<file path="src/rtl/cmp64_sequencer.sv">
// cmp64_sequencer
//   Two-pass 64-bit integer compare (eq / unsigned lt / signed lt) on a shared
//   32-bit subtract datapath. The low half runs first. The high half then runs
//   with the borrow chained in from the low half.
//
//   Optional feature macro: CMP_WORD_OP_EN
//     defined   : op_w_i selects a single-pass word compare on bits [31:0].
//     undefined : op_w_i is ignored and every compare takes the 64-bit path.
//
//   Ports
//     clk_i    rising-edge clock
//     rst_n_i  synchronous active-low reset
//     start_i  request; sampled only in IDLE or DONE
//     a_i/b_i  64-bit operands, latched on an accepted start
//     op_w_i   word-compare select, latched with the operands
//     busy_o   high in LOW and HIGH
//     done_o   one-cycle pulse; eq/lu/ls are valid in that cycle
//     eq_o     A == B
//     lu_o     A <  B unsigned
//     ls_o     A <  B signed
module cmp64_sequencer #(
  parameter int HALF = 32
) (
  input  logic              clk_i,
  input  logic              rst_n_i,
  input  logic              start_i,
  input  logic [2*HALF-1:0] a_i,
  input  logic [2*HALF-1:0] b_i,
  input  logic              op_w_i,
  output logic              busy_o,
  output logic              done_o,
  output logic              eq_o,
  output logic              lu_o,
  output logic              ls_o
);

  typedef enum logic [1:0] {IDLE, LOW, HIGH, DONE} state_e;

  state_e          state_q;
  logic [2*HALF-1:0] a_q, b_q;
  logic            z_lo_q, c_lo_q;
  logic            busy_q, done_q, eq_q, lu_q, ls_q;

`ifdef CMP_WORD_OP_EN
  logic            opw_q;
`else
  logic            unused_opw;
  assign unused_opw = op_w_i;
`endif

  // Shared subtractor: a + ~b + carry_in, with carry-out meaning "no borrow".
  logic [HALF:0] lo_sum, hi_sum;
  assign lo_sum = {1'b0, a_q[HALF-1:0]} + {1'b0, ~b_q[HALF-1:0]} + {{HALF{1'b0}}, 1'b1};
  assign hi_sum = {1'b0, a_q[2*HALF-1:HALF]} + {1'b0, ~b_q[2*HALF-1:HALF]}
                + {{HALF{1'b0}}, c_lo_q};

  // 64-bit result from the HIGH pass combined with the registered low-pass zero flag.
  logic z64, lu64, ls64;
  assign z64  = z_lo_q & (hi_sum[HALF-1:0] == '0);
  assign lu64 = ~hi_sum[HALF] & ~z64;
  // Differing signs decide the signed order directly; otherwise the difference sign does.
  assign ls64 = (a_q[2*HALF-1] != b_q[2*HALF-1]) ? a_q[2*HALF-1] : (hi_sum[HALF-1] & ~z64);

`ifdef CMP_WORD_OP_EN
  logic zw, luw, lsw;
  assign zw  = (lo_sum[HALF-1:0] == '0);
  assign luw = ~lo_sum[HALF] & ~zw;
  assign lsw = (a_q[HALF-1] != b_q[HALF-1]) ? a_q[HALF-1] : (lo_sum[HALF-1] & ~zw);
`endif

  always_ff @(posedge clk_i) begin
    if (!rst_n_i) begin
      state_q <= IDLE;
      a_q     <= '0;
      b_q     <= '0;
      z_lo_q  <= 1'b0;
      c_lo_q  <= 1'b0;
      busy_q  <= 1'b0;
      done_q  <= 1'b0;
      eq_q    <= 1'b0;
      lu_q    <= 1'b0;
      ls_q    <= 1'b0;
`ifdef CMP_WORD_OP_EN
      opw_q   <= 1'b0;
`endif
    end else begin
      done_q <= 1'b0;
      case (state_q)
        IDLE, DONE: begin
          if (start_i) begin
            a_q     <= a_i;
            b_q     <= b_i;
`ifdef CMP_WORD_OP_EN
            opw_q   <= op_w_i;
`endif
            state_q <= LOW;
            busy_q  <= 1'b1;
          end else begin
            state_q <= IDLE;
          end
        end
        LOW: begin
          z_lo_q <= (lo_sum[HALF-1:0] == '0);
          c_lo_q <= lo_sum[HALF];
`ifdef CMP_WORD_OP_EN
          if (opw_q) begin
            eq_q    <= zw;
            lu_q    <= luw;
            ls_q    <= lsw;
            state_q <= DONE;
            busy_q  <= 1'b0;
            done_q  <= 1'b1;
          end else begin
            state_q <= HIGH;
          end
`else
          state_q <= HIGH;
`endif
        end
        HIGH: begin
          eq_q    <= z64;
          lu_q    <= lu64;
          ls_q    <= ls64;
          state_q <= DONE;
          busy_q  <= 1'b0;
          done_q  <= 1'b1;
        end
        default: begin
          state_q <= IDLE;
          busy_q  <= 1'b0;
        end
      endcase
    end
  end

  assign busy_o = busy_q;
  assign done_o = done_q;
  assign eq_o   = eq_q;
  assign lu_o   = lu_q;
  assign ls_o   = ls_q;

endmodule

</file>
<file path="config.mk">
export PLATFORM = sky130hd
export DESIGN_NAME = cmp64_sequencer
export DESIGN_NICKNAME = d
export VERILOG_FILES = /design/src/rtl/cmp64_sequencer.sv
export SDC_FILE = /design/constraint.sdc
export NUM_CORES = 1
export LEC_CHECK = 0
export BUFFER_PORTS_ARGS = -buffer_cell sky130_fd_sc_hd__buf_2
export CORE_ASPECT_RATIO = 1.2
export CORE_MARGIN = 1.5
export CORE_UTILIZATION = 50
export DETAILED_ROUTE_END_ITERATION = 16
export PLACE_DENSITY = 0.73
export SETUP_SLACK_MARGIN = 0.2
export SLEW_MARGIN = 20
export SYNTH_ARGS = -nofsm -noshare
export SYNTH_HDL_FRONTEND = slang
export SYNTH_SLANG_ARGS = --single-unit
export TNS_END_PERCENT = 30
</file>
<file path="constraint.sdc">
create_clock -name clk_i -period 4.7 [get_ports clk_i]
set_clock_uncertainty 0.05 [all_clocks]
set_input_delay 0.705 -clock clk_i [delete_from_list [all_inputs] [get_ports clk_i]]
set_output_delay 0.705 -clock clk_i [all_outputs]
set_load 0.01 [all_outputs]
</file>
# ---- Word-level counts from Yosys, hierarchy flattened
# Index checks and enable logic that the tools add are counted.
dict set report op_classes {
  bitwise 7
  addsub 4
  reduce_logical 7
  eq_ne 5
  n_mux 6
}
# cell count
set ops {}
lappend ops {{32-bit by 32-bit adder with 33-bit output} 2}
lappend ops {{32-bit logical NOT} 2}
lappend ops {{32-bit NOT} 2}
lappend ops {{33-bit by 1-bit adder with 33-bit output} 1}
lappend ops {{33-bit by 1-bit adder with 33-bit output, second input constant} 1}
lappend ops {{2-bit case mux with 3 select lines} 1}
lappend ops {{2-bit == test, second input constant} 2}
lappend ops {{1-bit 2-to-1 mux} 4}
lappend ops {{2-bit AND reduction} 2}
lappend ops {{1-bit bitwise AND} 3}
lappend ops {{2-bit by 1-bit == test with 1-bit output, second input constant} 1}
lappend ops {{2-bit logical NOT} 1}
lappend ops {{2-bit != test, second input constant} 1}
lappend ops {{1-bit NOT} 2}
lappend ops {{1-bit case mux with 2 select lines} 1}
lappend ops {{2-bit nonzero test} 1}
lappend ops {{2-bit OR reduction} 1}
lappend ops {{1-bit != test} 1}
dict set report totals {
  reg_bits 137
  elab_cells 39
  output_inout_bits 5
  inputBits 132
}

# ---- Logic depth before layout (Yosys ltp)
dict set report logic_depth {
  ltp_word 8
  mapped_depth 14
  depth_no_buf 14
}

# ---- Least setup slack after synthesis
# No wires, ideal clock.
dict set report synth_timing {
  kind {register to register}
  from {register a_q[32]}
  to {register lu_q, in the netlist lu_o}
  stages_incl_launch_ff 14
  slack_ns 1.223
  required_ns 4.523
  path_buffers 0
  synth_period_minus_slack_ns 3.477
  setup_time_ns 0.127
  arrival_time_ns 3.300
  path_cell_list {dfxtp_1 > inv_1 > fa_1 > fa_1 > nand3_1 > nor4_1 > o21ai_1 > a2111oi_2 > o211ai_1 > or4_1 > nor4_1 > nand4_1 > nor4_2 > o22ai_1}
}
dict set report synth_between {
  elab_chain_cells 6
  elab_cells_between_ends 7
  classes_between {add/sub: 2; bitwise: 4; reduce/logical: 1}
}
# item line
set synth_rtl {}
lappend synth_rtl {{from (decl)} 40} ;# logic [2*HALF-1:0] a_q, b_q;
lappend synth_rtl {{from (signal assigned)} 91} ;# a_q <= a_i;
lappend synth_rtl {{32-bit by 32-bit adder with 33-bit output (*)} 54} ;# assign hi_sum = {1'b0, a_q[2*HALF-1:HALF]} + {1'b0, ~b_q[2*HALF-1:HALF]}
lappend synth_rtl {{33-bit by 1-bit adder with 33-bit output (*)} 55} ;# + {{HALF{1'b0}}, c_lo_q};
lappend synth_rtl {{32-bit logical NOT} 59} ;# assign z64 = z_lo_q & (hi_sum[HALF-1:0] == '0);
lappend synth_rtl {{1-bit bitwise AND} 59}
lappend synth_rtl {{1-bit NOT} 60} ;# assign lu64 = ~hi_sum[HALF] & ~z64;
lappend synth_rtl {{1-bit bitwise AND (*)} 60}
lappend synth_rtl {{to (signal assigned)} 122} ;# lu_q <= lu64;
lappend synth_rtl {{to (decl)} 42} ;# logic busy_q, done_q, eq_q, lu_q, ls_q;
# Mark *: on every way between the ends. The rest lies on a longest branch, timed or not.
# A chain may end at the register's enable or synchronous reset.

# ---- Final worst setup path
# Same ends and word-level chain as after synthesis.

==> summary.md <==
| Metric | Value |
|---|---|
| Share of cells above drive strength 1 | 14.01% |
| Die Wd | 125.3 µm |
| Synth Net Count | 1404 |
| Combinational share of power | 39.6% |
| CTS max path bufs | 2 |
| First-pass GRT wire length | 36.38 mm |
| CP required | 4.95 ns |
| Gr usage total | 23.61% |
| Sw Ratio | 37.16% |
| Startpoint types | flip-flop |
| Seq pwr share | 30.3% |
| Worst path max stage delay | 0.45 ns |
| Root buf cell | clkbuf_16 |
| Tcrit/Tclk final | 84.48% |
| I/O Pins | 137 |
| CTS resizes | 0 |
| Critical path type | flip-flop to flip-flop |
| Grt ovf | 0 |
| RSZ-0062 raised after global routing | no |
| CP Max Fanout | 4 |
| Worst path cell trace | inv_1, fa_1, fa_1, and2b_2, o2111ai_1, and3_1, o41ai_2, a41oi_1, o21ai_0, nand3_1, a211oi_1, o2111ai_1, nor4_2, o22ai_1 |
| Int Pwr | 2.784 mW |
| Clock sinks | 137 |
| Routed wire length | 22.06 mm |
| GPL Wtd Cong | 0.9255 |
| DRC Markers | 0 |
| Final setup viols | 0 |
| Share of the synthesized area in the top cell type | 30.56% |
| Min-Delay Path Class | flip-flop to flip-flop |
| Synth unique cells | 72 |
| Cell Area, Synth | 8975 µm² |
| DR vias | 8475 |
| Hold Path Stages | 2 |
| WL/cell | 14.39 µm |
| Dpl hpwl | 16.42 mm |
| Sequential area share after synthesis | 30.56% |
| Top-count cell post-synth | nand2_1 |
| Ys async rst share | 0% |
| Fmax | 251.9 MHz |
| Largest net degree at the start of global routing | 117 |
| Relative slew slack | 36.98% |
| Final-stage net count | 1500 |
| Htree depth | 4 |
| Vias per cell | 5.528 |
| Syn Inst Count | 1204 |
| Clock-pin slew on the worst setup and hold paths | 0.06 ns |
| Clock power frac | 30.2% |
| Outcome | complete, no violations |
| Syn avg cell area | 7.454 µm² |
| Final hold violation count | 0 |
| Initial antenna violation count | 0 |
| Postcts setup bufs | 0 |
| Minimum clock period | 3.970 ns |
| Switch Pwr | 1.646 mW |
| CORE AREA | 17570 µm² |
| Dominant cell type by area after synthesis | dfxtp_1 |
| CP max stage cell | fa_1 |
| Dominant synthesized flop cell | dfxtp_1 |
| Static leakage | 4.465 nW |
| Design Power | 4.430 mW |
| Routed Antenna Nets | 0 |
| Critical Path End Type | flip-flop |
| Cell row count | 53 |
| Seq cells post-synth | 137 |
| Area contributors post-synth | dfxtp_1, nand2_1, a21boi_0 |
| Die Height | 149.8 µm |
| Setup tns final | 0 ns |
| Final Max Tran Viols | 0 |
| Initial Util | 51.07% |
| Synth cell count leaders | nand2_1, dfxtp_1, a21boi_0 |
| Arr. time, crit path | 4.22 ns |
| Drt pass-1 iters | 5 |
| Worst r2r path cells | 14 |
| Vias in the first global route | 8065 |
| PortBufs | 135 |
| Hold_buf cts | 0 |
| Max VDD drop | 0.2703 mV |
| Ys Warns | 0 |
| Worst-Skew Late Latency | 0.43 ns |
| Max_cap viols | 0 |
| EDFF count, synth | 0 |
| Ant diodes | 0 |
| P&R area growth vs syn | 15.07% |
| Worst slew pin tran | 0.9453 ns |
| Num CTS Buffers | 17 |
| Die area | 18770 µm² |
| CTS tree | built |
| DRT iter0 DRCs | 494 |
| Pwr Density | 429.0 nW/µm² |
[cell type report]
type                            count  area (µm²)
Clock inverter                     12       138.9
Timing Repair Buffer              139       708.2
Sequential cell                   137        2743
Fill cell                        1679        7246
Multi-Input combinational cell    908        5652
Clock buffer                       20       446.7
Inverter                           97       364.1
Tap cell                          220       275.3
[power groups by stage]
stage	Combinational [mW]	Clock, mW	Sequential, mW
final	1.75	1.34	1.34
after global routing	1.96	1.41	1.36
after CTS	1.74	1.36	1.34
after detailed placement	1.72	0	1.37
after global placement	1.71	0	1.36
after floorplan	1.33	0	1.35
[placed cells by master, fill, tap and decap left out, types with 15 or more instances in the layout]
cell / count
ha_1: 65
clkbuf_16: 17
a21oi_1: 59
dfxtp_1: 137
o21ai_0: 38
buf_2: 134
a21boi_0: 134
inv_1: 97
nor2_1: 39
nand2_1: 307
nand3_1: 15
a21o_1: 17
[per-layer routing]
layer	vias up	track usage, %	share of wire (%)
met5	-	0	0
met4	0	11.14	3.2
met3	44	3.575	3.3
met2	189	44.21	51
met1	3883	26.15	42
li1	4359	-	-
[cell families after synthesis]
family                   share of synthesized area, %
AND/OR/NAND/NOR                                 21.71
flip-flops                                      30.56
XOR/XNOR                                        2.147
adder cells (fa/ha/maj)                         9.731
multiplexers                                   0.7807
buffers and inverters                           6.678
AO/OA/AOI/OAI                                   28.40
[final timing paths]
check | from | end | slack [ns]
hold reg to reg | b_q[14]$_SDFFE_PN0P_ | b_q[14]$_SDFFE_PN0P_ | 0.41
setup reg to reg | a_q[32]$_SDFFE_PN0P_ | lu_o$_SDFFE_PN0P_ | 0.73
hold / removal | b_q[14]$_SDFFE_PN0P_ | b_q[14]$_SDFFE_PN0P_ | 0.41
setup / recovery | a_q[32]$_SDFFE_PN0P_ | lu_o$_SDFFE_PN0P_ | 0.73
[state kept, by name (all words and copies together) (netlist names)]
register	cells
a_q	64
b_q	64
state_q	2
busy_o	1
c_lo_q	1
done_o	1
eq_o	1
ls_o	1
lu_o	1
z_lo_q	1
[critical path: cells and delay by family (launching register included)]
kind,cells,cell delay (ns)
compound gates,7,1.70
simple gates,4,0.85
fa+ha+maj,2,0.84
flops,1,0.33
buf+inv,1,0.06
[through the flow]
step           worst slack (ns)  std cells  hold WS [ns]  area [µm²]  utilization [%]
6_report                 0.7296       1533        0.4122       10330            58.77
4_1_cts                  0.7483       1533        0.4144       10320            58.72
5_1_grt                  0.4056       1533        0.4324       10330            58.77
3_5_place_dp             0.7975       1501        0.4073        9733            55.39
2_1_floorplan             1.223       1204        0.3935        8975                -
3_3_place_gp             0.8126       1501        0.4018        9733            55.39
No activity file was read; power rests on OpenSTA's default activity.
